$ cat config.mk
export PLATFORM = sky130hd
export DESIGN_NAME = mem_arbiter_flat
export DESIGN_NICKNAME = d
export VERILOG_FILES = /design/src/rtl/mem_arbiter_if.sv /design/src/rtl/mem_arbiter.sv /design/src/flat_wrapper.sv
export SDC_FILE = /design/constraint.sdc
export NUM_CORES = 1
export LEC_CHECK = 0
export CAP_MARGIN = 20
export CORE_AREA = 3 3 156 158
export DETAILED_ROUTE_END_ITERATION = 10
export DIE_AREA = 0 0 159 161
export PLACE_DENSITY = 0.49
export SYNTH_ARGS = -nofsm -noshare
export SYNTH_HDL_FRONTEND = slang
export SYNTH_SLANG_ARGS = --single-unit
$ cat constraint.sdc
create_clock -name clk -period 4.2 [get_ports clk]
set_input_delay 0.63 -clock clk [delete_from_list [all_inputs] [get_ports clk]]
set_output_delay 0.63 -clock clk [all_outputs]
set_load 0.03 [all_outputs]
$ cat src/rtl/mem_arbiter_if.sv
// Bundles the per-core mem_* request buses and the shared RAM port.
// 'slave' is the arbiter's view; 'master' is the cores-plus-RAM view.
interface mem_arbiter_if #(
    parameter int N_CORES = 4,
    parameter int DATA_W  = 32,
    parameter int ADDR_W  = 32
);
    logic [N_CORES-1:0]        core_mem_read;
    logic [N_CORES-1:0]        core_mem_write;
    logic [N_CORES-1:0]        core_mem_atomic;
    logic [N_CORES*ADDR_W-1:0] core_mem_addr;
    logic [N_CORES*DATA_W-1:0] core_mem_data_w;
    logic [DATA_W-1:0]         core_mem_data_r;
    logic [N_CORES-1:0]        core_mem_wait;

    logic                      ram_mem_read;
    logic                      ram_mem_write;
    logic                      ram_mem_atomic;
    logic [ADDR_W-1:0]         ram_mem_addr;
    logic [DATA_W-1:0]         ram_mem_data_w;
    logic [DATA_W-1:0]         ram_mem_data_r;
    logic                      ram_mem_wait;

    modport slave (
        input  core_mem_read, core_mem_write, core_mem_atomic, core_mem_addr, core_mem_data_w,
        output core_mem_data_r, core_mem_wait,
        output ram_mem_read, ram_mem_write, ram_mem_atomic, ram_mem_addr, ram_mem_data_w,
        input  ram_mem_data_r, ram_mem_wait
    );

    modport master (
        output core_mem_read, core_mem_write, core_mem_atomic, core_mem_addr, core_mem_data_w,
        input  core_mem_data_r, core_mem_wait,
        input  ram_mem_read, ram_mem_write, ram_mem_atomic, ram_mem_addr, ram_mem_data_w,
        output ram_mem_data_r, ram_mem_wait
    );
endinterface

$ cat src/rtl/mem_arbiter.sv
// Round-robin arbiter sharing one data-memory port between N_CORES cores, with
// a bus lock held from an atomic load until the owner's store or a timeout.
module mem_arbiter #(
    parameter int N_CORES      = 4,
    parameter int DATA_W       = 32,
    parameter int ADDR_W       = 32,
    parameter int LOCK_TIMEOUT = 64
) (
    input  logic          clk,
    input  logic          rst,
    mem_arbiter_if.slave  bus
);
    localparam int PTR_W = $clog2(N_CORES);
    localparam int CNT_W = $clog2(LOCK_TIMEOUT) + 1;
    localparam logic [PTR_W-1:0] PTR_LAST = PTR_W'(N_CORES - 1);
    localparam logic [CNT_W-1:0] CNT_LAST = CNT_W'(LOCK_TIMEOUT - 1);

    typedef enum logic [1:0] {
        IDLE   = 2'd0,
        BUSY   = 2'd1,
        LOCKED = 2'd2
    } state_e;

    state_e             state_q, state_d;
    logic [PTR_W-1:0]   rr_ptr_q, rr_ptr_d;
    logic [PTR_W-1:0]   gnt_q, gnt_d;
    logic [PTR_W-1:0]   lock_owner_q, lock_owner_d;
    logic [CNT_W-1:0]   lock_cnt_q, lock_cnt_d;
    logic [CNT_W-1:0]   lock_cnt_inc;

    logic [N_CORES-1:0] req;
    logic [N_CORES-1:0] core_wait;
    logic               sel_valid;
    logic [PTR_W-1:0]   sel_idx;
    logic [PTR_W-1:0]   cand;
    logic               done;
    logic               sel_wr;
    logic               sel_atomic_rd;
    logic [ADDR_W-1:0]  core_addr  [N_CORES];
    logic [DATA_W-1:0]  core_wdata [N_CORES];

    function automatic logic [PTR_W-1:0] ptr_inc(input logic [PTR_W-1:0] p);
        return (p == PTR_LAST) ? '0 : p + 1'b1;
    endfunction

    always_comb begin
        for (int unsigned k = 0; k < N_CORES; k++) begin
            core_addr[k]  = bus.core_mem_addr[k*ADDR_W +: ADDR_W];
            core_wdata[k] = bus.core_mem_data_w[k*DATA_W +: DATA_W];
        end
    end

    // Grant selection is combinational so a lone requester reaches RAM in the same cycle.
    always_comb begin
        req       = bus.core_mem_read | bus.core_mem_write;
        sel_valid = 1'b0;
        sel_idx   = '0;
        cand      = '0;
        case (state_q)
            IDLE: begin
                for (int unsigned k = 0; k < N_CORES; k++) begin
                    cand = PTR_W'((32'(rr_ptr_q) + k) % N_CORES);
                    if (!sel_valid && req[cand]) begin
                        sel_valid = 1'b1;
                        sel_idx   = cand;
                    end
                end
            end
            BUSY: begin
                sel_valid = 1'b1;
                sel_idx   = gnt_q;
            end
            LOCKED: begin
                sel_valid = req[lock_owner_q];
                sel_idx   = lock_owner_q;
            end
            default: ;
        endcase
        if (rst) begin
            sel_valid = 1'b0;
        end
    end

    assign done          = sel_valid & ~bus.ram_mem_wait;
    assign sel_wr        = bus.core_mem_write[sel_idx];
    assign sel_atomic_rd = bus.core_mem_read[sel_idx] & ~bus.core_mem_write[sel_idx]
                         & bus.core_mem_atomic[sel_idx];

    assign bus.ram_mem_read    = sel_valid & bus.core_mem_read[sel_idx];
    assign bus.ram_mem_write   = sel_valid & bus.core_mem_write[sel_idx];
    assign bus.ram_mem_atomic  = sel_valid & bus.core_mem_atomic[sel_idx];
    assign bus.ram_mem_addr    = sel_valid ? core_addr[sel_idx]  : '0;
    assign bus.ram_mem_data_w  = sel_valid ? core_wdata[sel_idx] : '0;
    assign bus.core_mem_data_r = bus.ram_mem_data_r;
    assign bus.core_mem_wait   = core_wait;

    always_comb begin
        core_wait = '0;
        for (int unsigned k = 0; k < N_CORES; k++) begin
            core_wait[k] = req[k] & ~(done && (sel_idx == PTR_W'(k)));
        end
    end

    always_comb begin
        state_d      = state_q;
        rr_ptr_d     = rr_ptr_q;
        gnt_d        = gnt_q;
        lock_owner_d = lock_owner_q;
        lock_cnt_d   = lock_cnt_q;
        lock_cnt_inc = lock_cnt_q + 1'b1;
        case (state_q)
            IDLE, BUSY: begin
                if (done) begin
                    rr_ptr_d = ptr_inc(sel_idx);
                    if (sel_atomic_rd) begin
                        state_d      = LOCKED;
                        lock_owner_d = sel_idx;
                        lock_cnt_d   = '0;
                    end else begin
                        state_d = IDLE;
                    end
                end else if (state_q == IDLE && sel_valid) begin
                    gnt_d   = sel_idx;
                    state_d = BUSY;
                end
            end
            LOCKED: begin
                if (done) begin
                    rr_ptr_d = ptr_inc(sel_idx);
                end
                // A repeated atomic load by the owner restarts the lock window.
                if (done && sel_atomic_rd) begin
                    lock_cnt_d = '0;
                end else if ((done && sel_wr) || lock_cnt_inc == CNT_LAST) begin
                    state_d    = IDLE;
                    lock_cnt_d = '0;
                end else begin
                    lock_cnt_d = lock_cnt_inc;
                end
            end
            default: state_d = IDLE;
        endcase
    end

    always_ff @(posedge clk) begin
        if (rst) begin
            state_q      <= IDLE;
            rr_ptr_q     <= '0;
            gnt_q        <= '0;
            lock_owner_q <= '0;
            lock_cnt_q   <= '0;
        end else begin
            state_q      <= state_d;
            rr_ptr_q     <= rr_ptr_d;
            gnt_q        <= gnt_d;
            lock_owner_q <= lock_owner_d;
            lock_cnt_q   <= lock_cnt_d;
        end
    end
endmodule

$ cat src/flat_wrapper.sv
// flat-port wrapper written by rule: the top's interface ports become plain ports
module mem_arbiter_flat 
#(
    parameter int N_CORES      = 4,
    parameter int DATA_W       = 32,
    parameter int ADDR_W       = 32,
    parameter int LOCK_TIMEOUT = 64
)
  (clk, rst, bus_core_mem_read, bus_core_mem_write, bus_core_mem_atomic, bus_core_mem_addr, bus_core_mem_data_w, bus_core_mem_data_r, bus_core_mem_wait, bus_ram_mem_read, bus_ram_mem_write, bus_ram_mem_atomic, bus_ram_mem_addr, bus_ram_mem_data_w, bus_ram_mem_data_r, bus_ram_mem_wait);
  mem_arbiter_if #(.N_CORES(N_CORES), .DATA_W(DATA_W), .ADDR_W(ADDR_W)) bus_i ();
  input  logic clk;
  input  logic rst;
  input wire logic [$bits(bus_i.core_mem_read)-1:0] bus_core_mem_read;
  input wire logic [$bits(bus_i.core_mem_write)-1:0] bus_core_mem_write;
  input wire logic [$bits(bus_i.core_mem_atomic)-1:0] bus_core_mem_atomic;
  input wire logic [$bits(bus_i.core_mem_addr)-1:0] bus_core_mem_addr;
  input wire logic [$bits(bus_i.core_mem_data_w)-1:0] bus_core_mem_data_w;
  output wire logic [$bits(bus_i.core_mem_data_r)-1:0] bus_core_mem_data_r;
  output wire logic [$bits(bus_i.core_mem_wait)-1:0] bus_core_mem_wait;
  output wire logic [$bits(bus_i.ram_mem_read)-1:0] bus_ram_mem_read;
  output wire logic [$bits(bus_i.ram_mem_write)-1:0] bus_ram_mem_write;
  output wire logic [$bits(bus_i.ram_mem_atomic)-1:0] bus_ram_mem_atomic;
  output wire logic [$bits(bus_i.ram_mem_addr)-1:0] bus_ram_mem_addr;
  output wire logic [$bits(bus_i.ram_mem_data_w)-1:0] bus_ram_mem_data_w;
  input wire logic [$bits(bus_i.ram_mem_data_r)-1:0] bus_ram_mem_data_r;
  input wire logic [$bits(bus_i.ram_mem_wait)-1:0] bus_ram_mem_wait;
  assign bus_i.core_mem_read = bus_core_mem_read;
  assign bus_i.core_mem_write = bus_core_mem_write;
  assign bus_i.core_mem_atomic = bus_core_mem_atomic;
  assign bus_i.core_mem_addr = bus_core_mem_addr;
  assign bus_i.core_mem_data_w = bus_core_mem_data_w;
  assign bus_core_mem_data_r = bus_i.core_mem_data_r;
  assign bus_core_mem_wait = bus_i.core_mem_wait;
  assign bus_ram_mem_read = bus_i.ram_mem_read;
  assign bus_ram_mem_write = bus_i.ram_mem_write;
  assign bus_ram_mem_atomic = bus_i.ram_mem_atomic;
  assign bus_ram_mem_addr = bus_i.ram_mem_addr;
  assign bus_ram_mem_data_w = bus_i.ram_mem_data_w;
  assign bus_i.ram_mem_data_r = bus_ram_mem_data_r;
  assign bus_i.ram_mem_wait = bus_ram_mem_wait;
  mem_arbiter #(.N_CORES(N_CORES), .DATA_W(DATA_W), .ADDR_W(ADDR_W), .LOCK_TIMEOUT(LOCK_TIMEOUT)) u_core (.clk(clk), .rst(rst), .bus(bus_i));
endmodule
### After elaboration in Yosys (flattened, before gate mapping)

Index checks and enable logic that the tools add are counted.

| storage, ports and cells | value |
|---|---|
| register bits after elaboration | 15 |
| input port bits | 303 |
| output and inout bits | 103 |

| operators by class | value |
|---|---|
| add/subtract/negate cells | 5 |
| $lt $le $gt $ge | 7 |
| equal/unequal tests | 11 |
| multiplexer cells | 50 |
| bitwise operators | 19 |
| reduce and logical (&&, ||, !) cells | 24 |

Operators by type and width:

| kind | number |
|---|---|
| 32-bit two-way mux | 6 |
| 32-bit binary-select mux with 2-bit select | 2 |
| 7-bit two-way mux | 4 |
| 2-bit two-way mux | 10 |
| 2-bit by 3-bit less-than comparator with 1-bit output, second input constant | 6 |
| 1-bit binary-select mux with 2-bit select | 8 |
| 1-bit two-way mux | 16 |
| 7-bit case mux with 2 select lines | 1 |
| 3-bit AND reduction | 4 |
| 1-bit bitwise AND | 10 |
| 1-bit logical AND | 10 |
| 7-bit by 1-bit adder with 7-bit output, second input constant | 1 |
| 7-bit by 6-bit == test with 1-bit output, second input constant | 1 |
| 1-bit inverter | 7 |
| 2-bit == test, second input constant | 3 |
| 2-bit by 1-bit != test with 1-bit output, second input constant | 3 |
| 2-bit case mux with 3 select lines | 1 |
| 2-bit by 1-bit adder with 2-bit output, second input constant | 2 |
| 2-bit adder, second input constant | 2 |
| 2-bit by 1-bit == test with 1-bit output, second input constant | 2 |
| 2-bit zero test | 2 |
| 4-bit OR | 1 |
| 2-bit case mux with 2 select lines | 1 |
| 3-bit >= comparator, second input constant | 1 |
| 10 further kinds | 12 |

### Logic depth before layout (Yosys ltp)

Gate-level depths: netlist (run 1).

| depth | value |
|---|---|
| depth after elaboration | 25 |
| depth in mapped cells | 11 |
| gate-level depth less buffers | 11 |

### Worst setup path before layout (run 1)

OpenSTA, ideal clock, no wires.

| path | value |
|---|---|
| path kind | input-to-output |
| from | in bus_core_mem_write[0] |
| to | out bus_ram_mem_addr[0] |
| data arrival time | 2.850 ns |
| path slack | 0.720 ns |
| stages on the path | 10 |
| cells stage by stage | or2_4 or4_1 a21oi_2 nor3_2 nor2_8 inv_4 buf_2 buf_2 mux4_2 nor2b_1 |

| on the way | value |
|---|---|
| word-level cells in the longest chain between the ends | 22 |
| elaborated cells on any way between the ends | 36 |

Ends and longest elaborated chain:

| item | line | text |
|---|---|---|
| from (decl) | flat_wrapper.sv:14 | `input wire logic [$bits(bus_i.core_mem_write)-1:0] bus_core_mem_write;` |
| 4-bit OR (*) | mem_arbiter.sv:55 | `req = bus.core_mem_read \| bus.core_mem_write;` |
| 1-bit binary-select mux with 2-bit select | mem_arbiter.sv:63 | `if (!sel_valid && req[cand]) begin` |
| 1-bit two-way mux (not written as such) | mem_arbiter.sv:63 |  |
| 1-bit two-way mux | mem_arbiter.sv:63 |  |
| 1-bit two-way mux | mem_arbiter.sv:59 | `case (state_q)` |
| 1-bit zero test | mem_arbiter.sv:63 |  |
| 1-bit logical AND | mem_arbiter.sv:63 |  |
| 1-bit two-way mux | mem_arbiter.sv:63 |  |
| (+5 left out) | -- |  |
| 1-bit zero test | mem_arbiter.sv:63 |  |
| 1-bit logical AND | mem_arbiter.sv:63 |  |
| 2-bit two-way mux | mem_arbiter.sv:63 |  |
| 2-bit case mux with 3 select lines | mem_arbiter.sv:59 |  |
| 2-bit inverter with 3-bit output (not written as such) | mem_arbiter.sv:92 | `assign bus.ram_mem_addr = sel_valid ? core_addr[sel_idx] : '0;` |
| 32-bit binary-select mux with 2-bit select | mem_arbiter.sv:92 |  |
| 32-bit two-way mux (not written as such) (2 in a row) | mem_arbiter.sv:92 |  |
| 32-bit two-way mux (*) | mem_arbiter.sv:92 |  |
| to (decl) | flat_wrapper.sv:23 | `output wire logic [$bits(bus_i.ram_mem_addr)-1:0] bus_ram_mem_addr;` |

Mark *: on every way between the ends. The rest lies on a longest branch, timed or not. The select of a mux whose other input is x is not followed.

### Final worst setup path (run 1)

| path | value |
|---|---|
| from | in bus_core_mem_write[0] |
| to | out bus_ram_mem_addr[28] |

The elaborated chain is that of the path after synthesis.

==> results of run 1 <==
power breakdown:
part	switching [µW]	internal, µW	total, µW
logic	628	780	1410
clock network	57.8	127	185
registers	8.38	150	158
layout make-up:
cell class / instances / area, µm²
fill: 2386 / 15700
timing repair buffer: 382 / 3820
multi-input combinational: 263 / 2880
tap: 319 / 399
sequential: 15 / 300
clock buffer: 3 / 75.1
inverter: 11 / 43.8
clock inverter: 1 / 5.00
antenna: 1 / 2.50
cells in the mapped netlist (all sizes together) (2+ instances only):
| library cell | n |
|---|---|
| mux2i | 4 |
| o21ai | 6 |
| nand2b | 5 |
| a221o | 3 |
| o221a | 2 |
| nor3b | 2 |
| a221oi | 2 |
| a211oi | 5 |
| and3 | 3 |
| nor4 | 4 |
| buf | 46 |
| or3 | 5 |
| nor2 | 20 |
| ha | 6 |
| dfxtp | 15 |
| o211ai | 2 |
| o31ai | 2 |
| or2 | 4 |
| o311ai | 3 |
| a21oi | 13 |
| a21o | 4 |
| nand3 | 5 |
| nor3 | 3 |
| inv | 11 |
| clkbuf | 12 |
| nand2 | 12 |
| nor2b | 67 |
| and2 | 3 |
| o22ai | 3 |
| mux4 | 65 |
sequential cells by signal (all words and copies together) (netlist names):
name and cells:
u_core.gnt_q 2, u_core.lock_cnt_q 7, u_core.lock_owner_q 2, u_core.rr_ptr_q 2, u_core.state_q 2
per-stage QoR:
step	power [µW]	area [µm²]	worst slack, ns	setup TNS (ns)
after floorplan	951	3560	0.720	0
after global placement	1590	7410	-0.0146	-0.0146
after detailed placement	1600	7410	-0.0586	-0.611
after CTS	1770	7460	0.0233	0
after global routing	1860	7530	-0.00621	-0.00678
final	1750	7530	0.172	0
how the worst max path moves through the flow:
stage	cells past startpoint	to	slack, ns
6_report	13	bus_ram_mem_addr[28]	0.17
5_1_grt	13	bus_ram_mem_data_w[4]	-0.006
4_1_cts	10	bus_ram_mem_addr[15]	0.02
3_5_place_dp	11	bus_ram_mem_data_w[20]	-0.06
3_3_place_gp	11	bus_ram_mem_data_w[14]	-0.01
2_1_floorplan	10	bus_ram_mem_addr[0]	0.72
repair_timing:
item / 4_1_cts / 5_1_grt
buffers inserted: 0 / 4
pin swaps: 0 / 4
endpoints found under the setup margin: 24 / 34
gates resized for setup: 24 / 11
metal layers:
metal / routed length [µm] / global-route usage
met1: 7920 / 0.187
met2: 9660 / 0.251
met3: 2310 / 0.0495
met4: 178 / 0.0179
met5: 0 / 0
worst max-delay path, stage by stage:
cell and delay (ns):
clkdlybuf4s50_1 0.48, or2_4 0.30, or4_1 0.45, a21oi_4 0.19
nor3_4 0.08, nor2_8 0.12, inv_4 0.04, buf_4 0.16
buf_4 0.15, buf_12 0.14, mux4_2 0.20, nor2b_1 0.26
buf_12 0.16
kinds of logic after synthesis:
| family | synth area share |
|---|---|
| fa+ha+maj | 0.0211 |
| buf+inv | 0.115 |
| mux | 0.422 |
| simple gates | 0.238 |
| xor+xnor | 0.00246 |
| flops | 0.0843 |
| compound gates | 0.117 |
==> impl_metrics.tcl, run 1 <==
set metrics [dict create \
    timing.critical_path.fanout_max 8 \
    worst_hold_path.endpoint "u_core.lock_cnt_q[6]" \
    cts_max_path_buffers 2 \
    layout_commonest_cell "clkdlybuf4s50_1" \
    detailed_router_s_first_iteration_violation_count 177 \
    cts_root_buf "clkbuf_16" \
    final_util 0.324 \
    cts_inserted_buffers 3 \
    gate_count_post_synth 347 \
    place_hpwl_mm 17.5 \
    worst_r2r_startpoint "u_core.rr_ptr_q[0]" \
    rr_endpoint "u_core.lock_cnt_q[4]" \
    tritoncts "yes" \
    worstHoldStart "u_core.lock_cnt_q[6]" \
    reg2reg_slack_ns 1.03 \
    synthDominantCellAreaShare 0.411 \
    finalClockSkew_ns 0.00360 \
    synth.avg_cell_area_um2 10.3 \
    globalRouteTotalUtil 0.147 \
    routed-via-count 4286 \
    start_util 0.153 \
    final_nets 985 \
    cts_num_sinks 15 \
    post_synthesis_cell_type_count 54 \
    min_period_ns 4.03 \
    fin_crit_sh 0.959 \
    routed_wl_mm 20.1 \
    routedWlPerCell_um 20.2 \
    layout_common_cells "clkdlybuf4s50_1, nor2b_1, buf_4" \
    cp-start-kind "primary input" \
    whs_ns 0.484 \
    synth_warnings 0 \
    clk-insertion-delay-late_ns 0.24 \
    fp.dieArea_mm2 0.0256 \
    cp.arrival_ns 3.40 \
    asyncSetResetFlopFracSynth 0 \
    cts_hold_buf 0 \
    max_cap_violations 0 \
    rows 56 \
    antenna_found_initial 1 \
    final-hold-violation-count 0 \
    finalWeightedCongestion 0.891 \
    timing.hold.worst_path_depth 2 \
    design.portCount 406 \
    numPlacedInstances 987 \
    grt_max_degree 31 \
    power_density_mw_per_mm2 233 \
    synth_seq_cells 15 \
    static-leakage-power_uw 0.00282 \
    antenna_violating_nets_post_route 0 \
    critPathLaunch "bus_core_mem_write[0]" \
    synth_area_leaders "mux4_2, nor2b_1, dfxtp_1" \
    timing.critical_path.required_ns 3.57 \
    report.final.slew_viol_count 0 \
    area_growth_pct 111 \
    end_kind "primary output" \
    tightest_slew_ns 0.583 \
    slew_headroom 0.608 \
    timing.setup.critical_path_class "in2out" \
    ff2ff_path_depth 13 \
    dr.pass1.iters 4 \
    syn_nets 656 \
    run_status "completed" \
    port-buffer-count 341 \
    syn_area_mm2 0.00356 \
    via_per_inst 4.31 \
    clk_pin_slew_worst_paths_ns 0.05 \
    grt_pass1_vias 4734 \
    synth_edf_count 0 \
    htree_num_levels 1 \
    instances_no_fill 995 \
    synth-seq-area-share 0.0843 \
    peakVddDrop_uv 102 \
    setup_viol 0 \
    dominant_cell_type_by_area_after_synthesis "mux4_2" \
    holdCritPathClass "reg2reg" \
    overflow 0 \
    dieWidth_um 159 \
    max_clock_freq_mhz 248 \
    post_route_cells_drive_above_1_share 0.270 \
    dieHeight_um 161 \
    ys_dominant_reg_cell "dfxtp_1" \
    global_route_wire_length_before_repair_mm 29.5 \
    drc 0 \
    core-area_mm2 0.0233 \
]
Power figures use the tool's default switching activity.
==> inputs of run 2 (changes only) <==
--- a/config.mk
+++ b/config.mk
@@ -10,6 +10,7 @@
 export DETAILED_ROUTE_END_ITERATION = 10
 export DIE_AREA = 0 0 159 161
 export PLACE_DENSITY = 0.49
+export SLEW_MARGIN = 0
 export SYNTH_ARGS = -nofsm -noshare
 export SYNTH_HDL_FRONTEND = slang
 export SYNTH_SLANG_ARGS = --single-unit
==> results of run 2 <==
Same layout as run 1: the final DEF is identical, and so are final timing and power.
